## src/rtl/irq_ctrl_pkg.sv

```systemverilog
// rtl/irq_ctrl_pkg.sv - state encodings, config addresses and index helper for irq_ctrl
package irq_ctrl_pkg;

   typedef enum logic [1:0] {
      IRQ_IDLE    = 2'd0,
      IRQ_REQ     = 2'd1,
      IRQ_SERVICE = 2'd2
   } irq_state_e;

   localparam logic [1:0] IRQ_CFG_MASK = 2'd0;
   localparam logic [1:0] IRQ_CFG_PEND = 2'd1;
   localparam logic [1:0] IRQ_CFG_STAT = 2'd2;

   // Index reached by stepping off positions forward from start, wrapping at n.
   function automatic int rr_idx(input int start, input int off, input int n);
      int j;
      j = start + off;
      if (j >= n) j = j - n;
      return j;
   endfunction

endpackage

```

## src/rtl/irq_prio_enc.sv

```systemverilog
// rtl/irq_prio_enc.sv - first set bit of eligible at or after start; fixed priority when start is 0
module irq_prio_enc
   import irq_ctrl_pkg::*;
#(
   parameter int NSRC = 8,
   parameter int IDW  = 3
) (
   input  logic [NSRC-1:0] eligible,
   input  logic [IDW-1:0]  start,
   output logic            valid,
   output logic [IDW-1:0]  index
);

   logic [IDW-1:0] k;

   always_comb begin
      valid = 1'b0;
      index = '0;
      k     = '0;
      for (int i = 0; i < NSRC; i++) begin
         k = IDW'(rr_idx(int'(start), i, NSRC));
         if (!valid && eligible[k]) begin
            valid = 1'b1;
            index = k;
         end
      end
   end

endmodule

```

## src/rtl/irq_ctrl.sv

```systemverilog
// rtl/irq_ctrl.sv - edge-latched, masked interrupt controller feeding CP0; IRQ_CTRL_RR_EN selects round-robin
module irq_ctrl
   import irq_ctrl_pkg::*;
#(
   parameter int NSRC = 8,
   parameter int IDW  = 3
) (
   input  logic            clk,
   input  logic            rst,
   input  logic [NSRC-1:0] src,
   input  logic            cfg_we,
   input  logic [1:0]      cfg_addr,
   input  logic [31:0]     cfg_wdata,
   output logic [31:0]     cfg_rdata,
   output logic            irq_out,
   input  logic            ack,
   input  logic            eret,
   output logic [IDW-1:0]  cause_id,
   output logic            busy
);

   localparam logic [31:0] SRC_BITS = (NSRC >= 32) ? 32'hFFFF_FFFF : ((32'd1 << NSRC) - 32'd1);

   irq_state_e      state_q, state_d;
   logic [31:0]     mask_q, mask_d;
   logic [NSRC-1:0] pending_q, pending_d;
   logic [NSRC-1:0] src_prev_q;
   logic [NSRC-1:0] edge_v, eligible, clr;
   logic            irq_out_q, irq_out_d;
   logic [IDW-1:0]  cause_id_q, cause_id_d;
   logic [IDW-1:0]  start, win_idx;
   logic            win_valid;

   assign edge_v   = src & ~src_prev_q;
   assign eligible = pending_q & mask_q[NSRC-1:0];

`ifdef IRQ_CTRL_RR_EN
   logic [IDW-1:0] ptr_q, ptr_d;

   always_comb begin
      ptr_d = ptr_q;
      if (state_q == IRQ_REQ && ack)
         ptr_d = (cause_id_q == IDW'(NSRC - 1)) ? '0 : cause_id_q + 1'b1;
   end

   always_ff @(posedge clk) begin
      if (rst) ptr_q <= '0;
      else     ptr_q <= ptr_d;
   end

   assign start = ptr_q;
`else
   assign start = '0;
`endif

   irq_prio_enc #(.NSRC(NSRC), .IDW(IDW)) u_prio (
      .eligible (eligible),
      .start    (start),
      .valid    (win_valid),
      .index    (win_idx)
   );

   always_comb begin
      state_d    = state_q;
      irq_out_d  = irq_out_q;
      cause_id_d = cause_id_q;
      mask_d     = mask_q;
      clr        = '0;
      if (cfg_we && cfg_addr == IRQ_CFG_MASK) mask_d = cfg_wdata & SRC_BITS;
      if (cfg_we && cfg_addr == IRQ_CFG_PEND) clr = cfg_wdata[NSRC-1:0];
      case (state_q)
         IRQ_IDLE: begin
            if (win_valid) begin
               state_d    = IRQ_REQ;
               irq_out_d  = 1'b1;
               cause_id_d = win_idx;
            end
         end
         IRQ_REQ: begin
            // ack is checked first so a simultaneous eret cannot skip service
            if (ack) begin
               state_d         = IRQ_SERVICE;
               irq_out_d       = 1'b0;
               clr[cause_id_q] = 1'b1;
            end else if (!eligible[cause_id_q]) begin
               state_d   = IRQ_IDLE;
               irq_out_d = 1'b0;
            end
         end
         IRQ_SERVICE: begin
            if (eret) state_d = IRQ_IDLE;
         end
         default: begin
            state_d   = IRQ_IDLE;
            irq_out_d = 1'b0;
         end
      endcase
      pending_d = (pending_q & ~clr) | edge_v;
   end

   always_ff @(posedge clk) begin
      if (rst) begin
         state_q    <= IRQ_IDLE;
         mask_q     <= '0;
         pending_q  <= '0;
         src_prev_q <= '0;
         irq_out_q  <= 1'b0;
         cause_id_q <= '0;
      end else begin
         state_q    <= state_d;
         mask_q     <= mask_d;
         pending_q  <= pending_d;
         src_prev_q <= src;
         irq_out_q  <= irq_out_d;
         cause_id_q <= cause_id_d;
      end
   end

   assign irq_out  = irq_out_q;
   assign cause_id = cause_id_q;
   assign busy     = (state_q == IRQ_SERVICE);

   always_comb begin
      cfg_rdata = '0;
      case (cfg_addr)
         IRQ_CFG_MASK: cfg_rdata = mask_q;
         IRQ_CFG_PEND: cfg_rdata[NSRC-1:0] = pending_q;
         IRQ_CFG_STAT: begin
            cfg_rdata[31]       = busy;
            cfg_rdata[9:8]      = state_q;
            cfg_rdata[IDW-1:0]  = cause_id_q;
         end
         default: cfg_rdata = '0;
      endcase
   end

endmodule

```

## config.mk

```make
export PLATFORM = sky130hd
export DESIGN_NAME = irq_ctrl
export DESIGN_NICKNAME = d
export VERILOG_FILES = /design/src/rtl/irq_ctrl_pkg.sv /design/src/rtl/irq_prio_enc.sv /design/src/rtl/irq_ctrl.sv
export SDC_FILE = /design/constraint.sdc
export NUM_CORES = 1
export LEC_CHECK = 0
export BUFFER_PORTS_ARGS = -buffer_cell sky130_fd_sc_hd__buf_2
export CAP_MARGIN = 20
export CORE_ASPECT_RATIO = 1.4
export CORE_MARGIN = 1
export CORE_UTILIZATION = 45
export CTS_BUF_LIST = sky130_fd_sc_hd__clkbuf_4 sky130_fd_sc_hd__clkbuf_8 sky130_fd_sc_hd__clkbuf_16
export DETAILED_ROUTE_END_ITERATION = 12
export PLACE_DENSITY = 0.9
export SETUP_SLACK_MARGIN = 0.4
export SKIP_LAST_GASP = 1
export SYNTH_ARGS = -nofsm -noshare
export SYNTH_HDL_FRONTEND = slang
export SYNTH_SLANG_ARGS = --single-unit
```

## constraint.sdc

```tcl
create_clock -name clk -period 4.05 [get_ports clk]
set_input_delay 0 -clock clk [delete_from_list [all_inputs] [get_ports clk]]
set_output_delay 0 -clock clk [all_outputs]
set_load 0.01 [all_outputs]
```

==> summary.md, run 1 <==
| Metric | Value |
|---|---|
| Clk buf depth | 2 |
| Max-slew violation count | 0 |
| Layout cells sized above 1 | between 20% and 30% |
| IO Port Bufs | 38 |
| Avg WL per Cell | between 10 and 15 µm |
| CTS Buf Count | 5 |
| Maximum fanout along the worst path | 7 |
| Post-CTS Setup Bufs | 0 |
| Mapped Cells | 194 |
| Ant diodes | 0 |
| Insertion delay to the later sink of the worst-skew pair | ~0.28 ns |
| # clock sinks | 30 |
| Clock share of power | 35.5% |
| WS Path Type | reg -> reg |
| Inst Count DP | around 260 |
| Part of the Yosys area used for sequential elements | a little over a third |
| Worst-path clk slew | approximately 0.060 ns |
| H-tree depth | 2 |
| Hold Slack | 0.0336 ns |
| Post-synth top area cell | dfxtp_1 |
| Initial DRC Count | between 40 and 50 |
| Synth unique cells | 35 |
| Asr flop ratio synth | 0% |
| Total Power | 0.709 mW |
| Top post-synthesis cells by area | dfxtp_1 (36%), mux2i_1 (9.7%), buf_4 (9.6%), a221oi_1 (4.8%), nor2_1 (4.3%) |
| Combinational power share | between 10% and 20% |
| Syn avg cell area | 8.49 µm² |
| Count of final setup violators | 0 |
| Via count | between 1000 and 1500 |
| Die height | 73.6 µm |
| # IOs | 84 |
| Setup slack, reg-to-reg | 2.32 ns |
| Detailed Routing Iterations Pass 1 | 5 |
| Routability cong. | 0.900 |
| Core Area | 0.00344 mm² |
| Final WL | 3730 µm |
| Status | completed |
| Worst min path class | in -> reg |
| Final Util | between 50% and 60% |
| Placed Area | approximately 0.0018 mm² |
| Post-synth EDFFs | 0 |
| Final Hold Viols | 0 |
| Routed Antenna Nets | 0 |
| Die ar. | 0.00391 mm² |
| Yosys top cell area share | 36.4% |
| Crit path cell chain | and2b_1, o211ai_1, o21ai_1, or4_4, a211oi_2 |
| Largest net degree at the start of global routing | 31 |
| Flop pwr share | 47.2% |
| Root buf cell | clkbuf_8 |
| Tcrit/Tclk final | 42.8% |
| Pre-CTS setup slack | 2.34 ns |
| Setup TNS | 0 ns |
| Critical path's slowest cell | or4_4 |
| RSZ-0062 raised after global routing | no |
| Die Width | 53.1 µm |
| Final Worst Setup Slack | 2.32 ns |
| WP data required | between 4 and 5 ns |
| Leakage | between 0.9 and 1 nW |
| Synthesized flop and latch total | 30 |
| Peak supply drop | 314 µV |
| Final instance area | just over 0.002 mm² |
| Vias in the first global route | 1311 |
| Post-Syn Area | 0.00165 mm² |
| CP max stage delay | 0.50 ns |
| Minimum clock period | 1.73 ns |
| Area growth syn-to-layout | 24.1% |
| Worst-margin pin slew | 0.513 ns |
| Routed vias/inst | 5.15 |
| Power density cells | approximately 350 mW/mm² |
| Row count | 25 |
| Initial core utilization | 47.9% |
| Worst Setup End Kind | flop |
| Clk_skew | 0.00677 ns |
| Cell Count, Final, Fillers Out | 289 |
| Max cap viols | 0 |
| CTS tree | built |
| Most used DFF post-synth | dfxtp_1 |
| DRC | 0 |
| Synth warn | 0 |
| Grt ovf | 0 |
| Most numerous cell in the Yosys netlist | dfxtp_1 |
| Switching Share | 27.1% |
| Crit path DAT | 1.94 ns |
| Worst relative slew slack | 65.5% |
| Critical path launch point type | flop |
| Commonest cells in the netlist | dfxtp_1 (30), buf_4 (21), nor2_1 (19) |
| Internal power | 0.517 mW |
| First-pass GRT wire length | a little under 6000 µm |
| FMAX | 577 MHz |
| Initial antenna violation count | 0 |
| Hpwl dp | 2510 µm |
| Nets | 295 |
| Net Sw Power | 0.193 mW |
| Total Routing Usage GR | 21.4% |
[state kept, by name (all words and copies together), names as in the netlist]
name,flops
mask_q,8
cause_id,3
pending_q,8
src_prev_q,8
state_q,2
irq_out,1
[critical path: cells and delay by family (launching register included)]
family,cells,cell delay (ns)
AO/OA/AOI/OAI,3,0.44
flip-flops,1,0.45
AND/OR/NAND/NOR,2,0.76
[cell usage in the layout (no fill, tap or decap), types with 2 or more instances in the layout]
cell	n
a21o_1	7
a21oi_1	4
a221oi_1	9
a221oi_2	2
a22oi_1	2
and2_1	3
buf_2	38
clkbuf_8	6
conb_1	21
dfxtp_1	30
dlygate4sd3_1	17
inv_1	11
mux2i_1	16
nand2_1	13
nand2b_1	10
nand3_1	7
nor2_1	19
nor2b_1	10
o211ai_1	2
o21ai_0	4
[layout make-up]
| class | instances | area (µm²) |
|---|---|---|
| timing repair buffer | 56 | 368 |
| tap | 40 | 50.0 |
| sequential | 30 | 601 |
| clock inverter | 1 | 5.00 |
| clock buffer | 7 | 90.1 |
| inverter | 11 | 41.3 |
| fill | 317 | 1400 |
| multi-input combinational | 144 | 891 |
[metal layers]
layer	GRT usage, %	routed length (µm)	vias to the layer above
met2	36.3	1920	68
met1	24.9	1490	682
met3	5.59	270	5
met4	8.77	57	0
li1	-	-	733
met5	0	0	-
[final timing paths]
| path | cells after the start | start | endpoint |
|---|---|---|---|
| setup / recovery | 5 | cause_id[1]$_SDFFE_PP0P_ | irq_out$_SDFFE_PP0P_ |
| hold / removal | 3 | ack | state_q[0]$_SDFFE_PP0P_ |
| setup reg to reg | 5 | cause_id[1]$_SDFFE_PP0P_ | irq_out$_SDFFE_PP0P_ |
| hold reg to reg | 2 | src_prev_q[5]$_SDFF_PP0_ | pending_q[5]$_SDFF_PP0_ |
[power by group through the flow]
| stage | registers [mW] | clock network [mW] | logic [mW] |
|---|---|---|---|
| after floorplan | 0.336 | 0 | 0.0921 |
| after global placement | 0.340 | 0 | 0.106 |
| after detailed placement | 0.341 | 0 | 0.108 |
| after CTS | 0.334 | 0.264 | 0.121 |
| after global routing | 0.338 | 0.276 | 0.136 |
| final | 0.335 | 0.252 | 0.122 |
[kinds of logic after synthesis]
logic type / after synthesis / synth area share [%]
AOI/OAI and AO/OA: 36 / 17.2
buffers and inverters: 40 / 14.0
DFF: 30 / 36.4
muxes: 16 / 9.72
other: 1 / 0.228
and+or+nand+nor: 71 / 22.4
[what timing repair did]
item                      in CTS  in global routing
hold buffers                  17                  0
resized for setup              0                  0
hold endpoints to repair      17                  0
(Power assumes the default switching activity.)
==> run 2, diff against run 1 <==
--- a/config.mk
+++ b/config.mk
@@ -9,10 +9,10 @@
 export CAP_MARGIN = 20
 export CORE_ASPECT_RATIO = 1.4
 export CORE_MARGIN = 1
-export CORE_UTILIZATION = 45
+export CORE_UTILIZATION = 41
 export CTS_BUF_LIST = sky130_fd_sc_hd__clkbuf_4 sky130_fd_sc_hd__clkbuf_8 sky130_fd_sc_hd__clkbuf_16
 export DETAILED_ROUTE_END_ITERATION = 12
-export PLACE_DENSITY = 0.9
+export PLACE_DENSITY = 0.87
 export SETUP_SLACK_MARGIN = 0.4
 export SKIP_LAST_GASP = 1
 export SYNTH_ARGS = -nofsm -noshare
==> constraint.sdc (replaced) <==
create_clock -name clk -period 1.4 [get_ports clk]
set_input_delay 0 -clock clk [delete_from_list [all_inputs] [get_ports clk]]
set_output_delay 0 -clock clk [all_outputs]
set_load 0.01 [all_outputs]
==> summary.md, run 2 (same netlist as run 1, synthesis figures left out) <==
| Metric | Value |
|---|---|
| Insertion delay to the later sink of the worst-skew pair | 0.29 ns (about the same) |
| Core Area | 0.00374 mm² (+8.7%) |
| Critical path's slowest cell | or4_4 |
| Grt ovf | 0 (unchanged) |
| IO Port Bufs | 38 (unchanged) |
| Total Routing Usage GR | 22.4% (+1.1 points) |
| Max-slew violation count | 0 (unchanged) |
| Violated checks | hold timing, setup timing |
| # IOs | 84 (unchanged) |
| Total Power | 2.20 mW (+210%) |
| FMAX | 664 MHz (+15%) |
| Cell Count, Final, Fillers Out | 320 (+11%) |
| RSZ-0062 raised after global routing | yes |
| Top flop regs | mask_q (8), pending_q (8), src_prev_q (8) |
| Via count | 1662 (+12%) |
| Crit path DAT | 1.72 ns (-0.22 ns) |
| Startpoint of the worst hold path | cfg_wdata[5] |
| Critical path launch point type | flop |
| H-tree depth | 2 (unchanged) |
| Status | finished with violations |
| Inst Count DP | 295 (+12%) |
| Worst min path class | in -> reg |
| R2R Path Start | cause_id[1]$_SDFFE_PP0P_ |
| WP data required | 1.61 ns (-2.64 ns) |
| Final Hold Viols | 2 (+2) |
| Initial DRC Count | 58 (+41%) |
| Top Family by Delay on Critical Path | simple AND/OR/NAND/NOR gates |
| Worst Setup End Kind | flop |
| Initial antenna violation count | 0 (unchanged) |
| Routed vias/inst | 5.19 (+0.87%) |
| Layout cells sized above 1 | 46.0% (+25 points) |
| # clock sinks | 30 (unchanged) |
| Worst-margin pin slew | 0.518 ns (+0.00583 ns) |
| Worst relative slew slack | 65.4% (about the same) |
| R2R Path End | irq_out$_SDFFE_PP0P_ |
| Most common cell after layout, fill and taps aside | buf_2 |
| Die height | 77.0 µm (+4.6%) |
| Clk_skew | 0.00625 ns (-0.000520 ns) |
| Root buf cell | clkbuf_8 |
| Final Util | 66.2% (+6.7 points) |
| Worst R2R Path Depth | 5 (unchanged) |
| Detailed Routing Iterations Pass 1 | 4 (-1) |
| Setup slack, reg-to-reg | -0.11 ns (-2.42 ns) |
| Final WL | 4600 µm (+23%) |
| CTS tree | built |
| Area growth syn-to-layout | 50.2% |
| Worst-path clk slew | 0.06 ns (about the same) |
| DRC | 0 (unchanged) |
| Maximum fanout along the worst path | 5 (-2) |
| Hold Slack | -0.00325 ns (-0.0368 ns) |
| WS Path Type | reg -> reg |
| Routed Antenna Nets | 0 (unchanged) |
| Avg WL per Cell | 14.4 µm (+11%) |
| Critical Path Stages | 5 (unchanged) |
| Minimum clock period | 1.51 ns (-0.226 ns) |
| Clk buf depth | 2 (unchanged) |
| Power density cells | 889 mW/mm² (+160%) |
| Vias in the first global route | 1608 (+23%) |
| Peak supply drop | 729 µV (+130%) |
| Ant diodes | 0 (unchanged) |
| Die ar. | 0.00428 mm² (+9.4%) |
| Routability cong. | 0.992 (+10%) |
| Hpwl dp | 3160 µm (+26%) |
| Hold Path Sink | mask_q[5]$_SDFFE_PP0P_ |
| Nets | 326 (+11%) |
| Count of final setup violators | 2 (+2) |
| Row count | 26 (+4.0%) |
| Initial core utilization | 44.0% (-3.8 points) |
| Max cap viols | 0 (unchanged) |
| Largest net degree at the start of global routing | 31 (unchanged) |
| Final Worst Setup Slack | -0.107 ns (-2.42 ns) |
| Worst path buffer plus inverter count | 0 (unchanged) |
| Leakage | 1.18 nW (+23%) |
| Tcrit/Tclk final | 108% (+65 points) |
| Placed Area | 0.00204 mm² (+14%) |
| Final instance area | 0.00247 mm² (+21%) |
| Hold path cells | 3 (unchanged) |
| Highest-count cells in the layout ignoring fill and taps | buf_2 (37), buf_4 (23), conb_1 (21), nor2_1 (17), buf_6 (15) |
| Crit path cell chain | and2_4, a221oi_2, nor2_1, or4_4, a211oi_2 |
| First-pass GRT wire length | 7420 µm (+24%) |
| Die Width | 55.6 µm (+4.6%) |
| CP max stage delay | 0.43 ns (-0.07 ns) |
| CTS Buf Count | 5 (unchanged) |
[run 2: changes by cell type in the layout (fill, tap and decap cells not counted), moves of 4 or more]
cell,delta
a221oi_1,-7
a221oi_2,+7
buf_4,+22
buf_6,+15
dfxtp_1,-19
dfxtp_2,+11
dfxtp_4,+8
dlygate4sd3_1,-5
nand2_1,-4
nand2_2,+4
o21ai_0,-4
[run 2: metrics by stage]
stage / worst slack [ns] / hold slack [ns] / TNS [ns]
3_3_place_gp: -0.0551 / 0.260 / -0.0782
4_1_cts: -0.0923 / 0.0000439 / -0.147
6_report: -0.107 / -0.00325 / -0.190
5_1_grt: -0.165 / 0.00547 / -0.352
2_1_floorplan: -0.0390 / 0.147 / -0.0441
3_5_place_dp: -0.0775 / 0.264 / -0.118
[run 2: cell type report]
| type | count | area [µm²] |
|---|---|---|
| Clock buffer | 6 | 82.6 |
| Timing Repair Buffer | 87 | 647 |
| Sequential cell | 30 | 644 |
| Fill cell | 303 | 1270 |
| Inverter | 11 | 41.3 |
| Tap cell | 42 | 52.6 |
| Multi-Input combinational cell | 144 | 1010 |
[run 2: how the worst max path moves through the flow]
| stage | start | end | slack [ns] |
|---|---|---|---|
| after floorplan | cause_id[1]$_SDFFE_PP0P_ | irq_out$_SDFFE_PP0P_ | -0.04 |
| after global placement | cause_id[1]$_SDFFE_PP0P_ | irq_out$_SDFFE_PP0P_ | -0.06 |
| after detailed placement | cause_id[1]$_SDFFE_PP0P_ | irq_out$_SDFFE_PP0P_ | -0.08 |
| after CTS | cause_id[1]$_SDFFE_PP0P_ | irq_out$_SDFFE_PP0P_ | -0.09 |
| after global routing | cause_id[1]$_SDFFE_PP0P_ | irq_out$_SDFFE_PP0P_ | -0.17 |
| final | cause_id[1]$_SDFFE_PP0P_ | irq_out$_SDFFE_PP0P_ | -0.11 |
[run 2: worst reg2reg max path, delay by kind of cell (launching register included)]
family	cells	cell delay, ns
AO/OA/AOI/OAI	2	0.39
flip-flops	1	0.36
AND/OR/NAND/NOR	3	0.69
[run 2: what timing repair did]
item	CTS	global route
resized for setup	34	23
hold endpoints to repair	11	1
hold buffers	11	1
pin swaps	7	10
endpoints found under the setup margin	23	24
buffers inserted	2	5
[run 2: metal layers]
layer	global-route usage [%]	wire length, µm	vias up
li1	-	-	791
met1	23.2	1690	767
met2	40.7	2440	82
met3	5.23	279	22
met4	12.5	183	0
met5	0	0	-
[run 2: where the power goes]
group	internal [mW]	total, mW	switching (mW)
registers	0.914	0.971	0.0568
logic	0.279	0.529	0.250
clock network	0.378	0.699	0.321
total	1.57	2.20	0.628
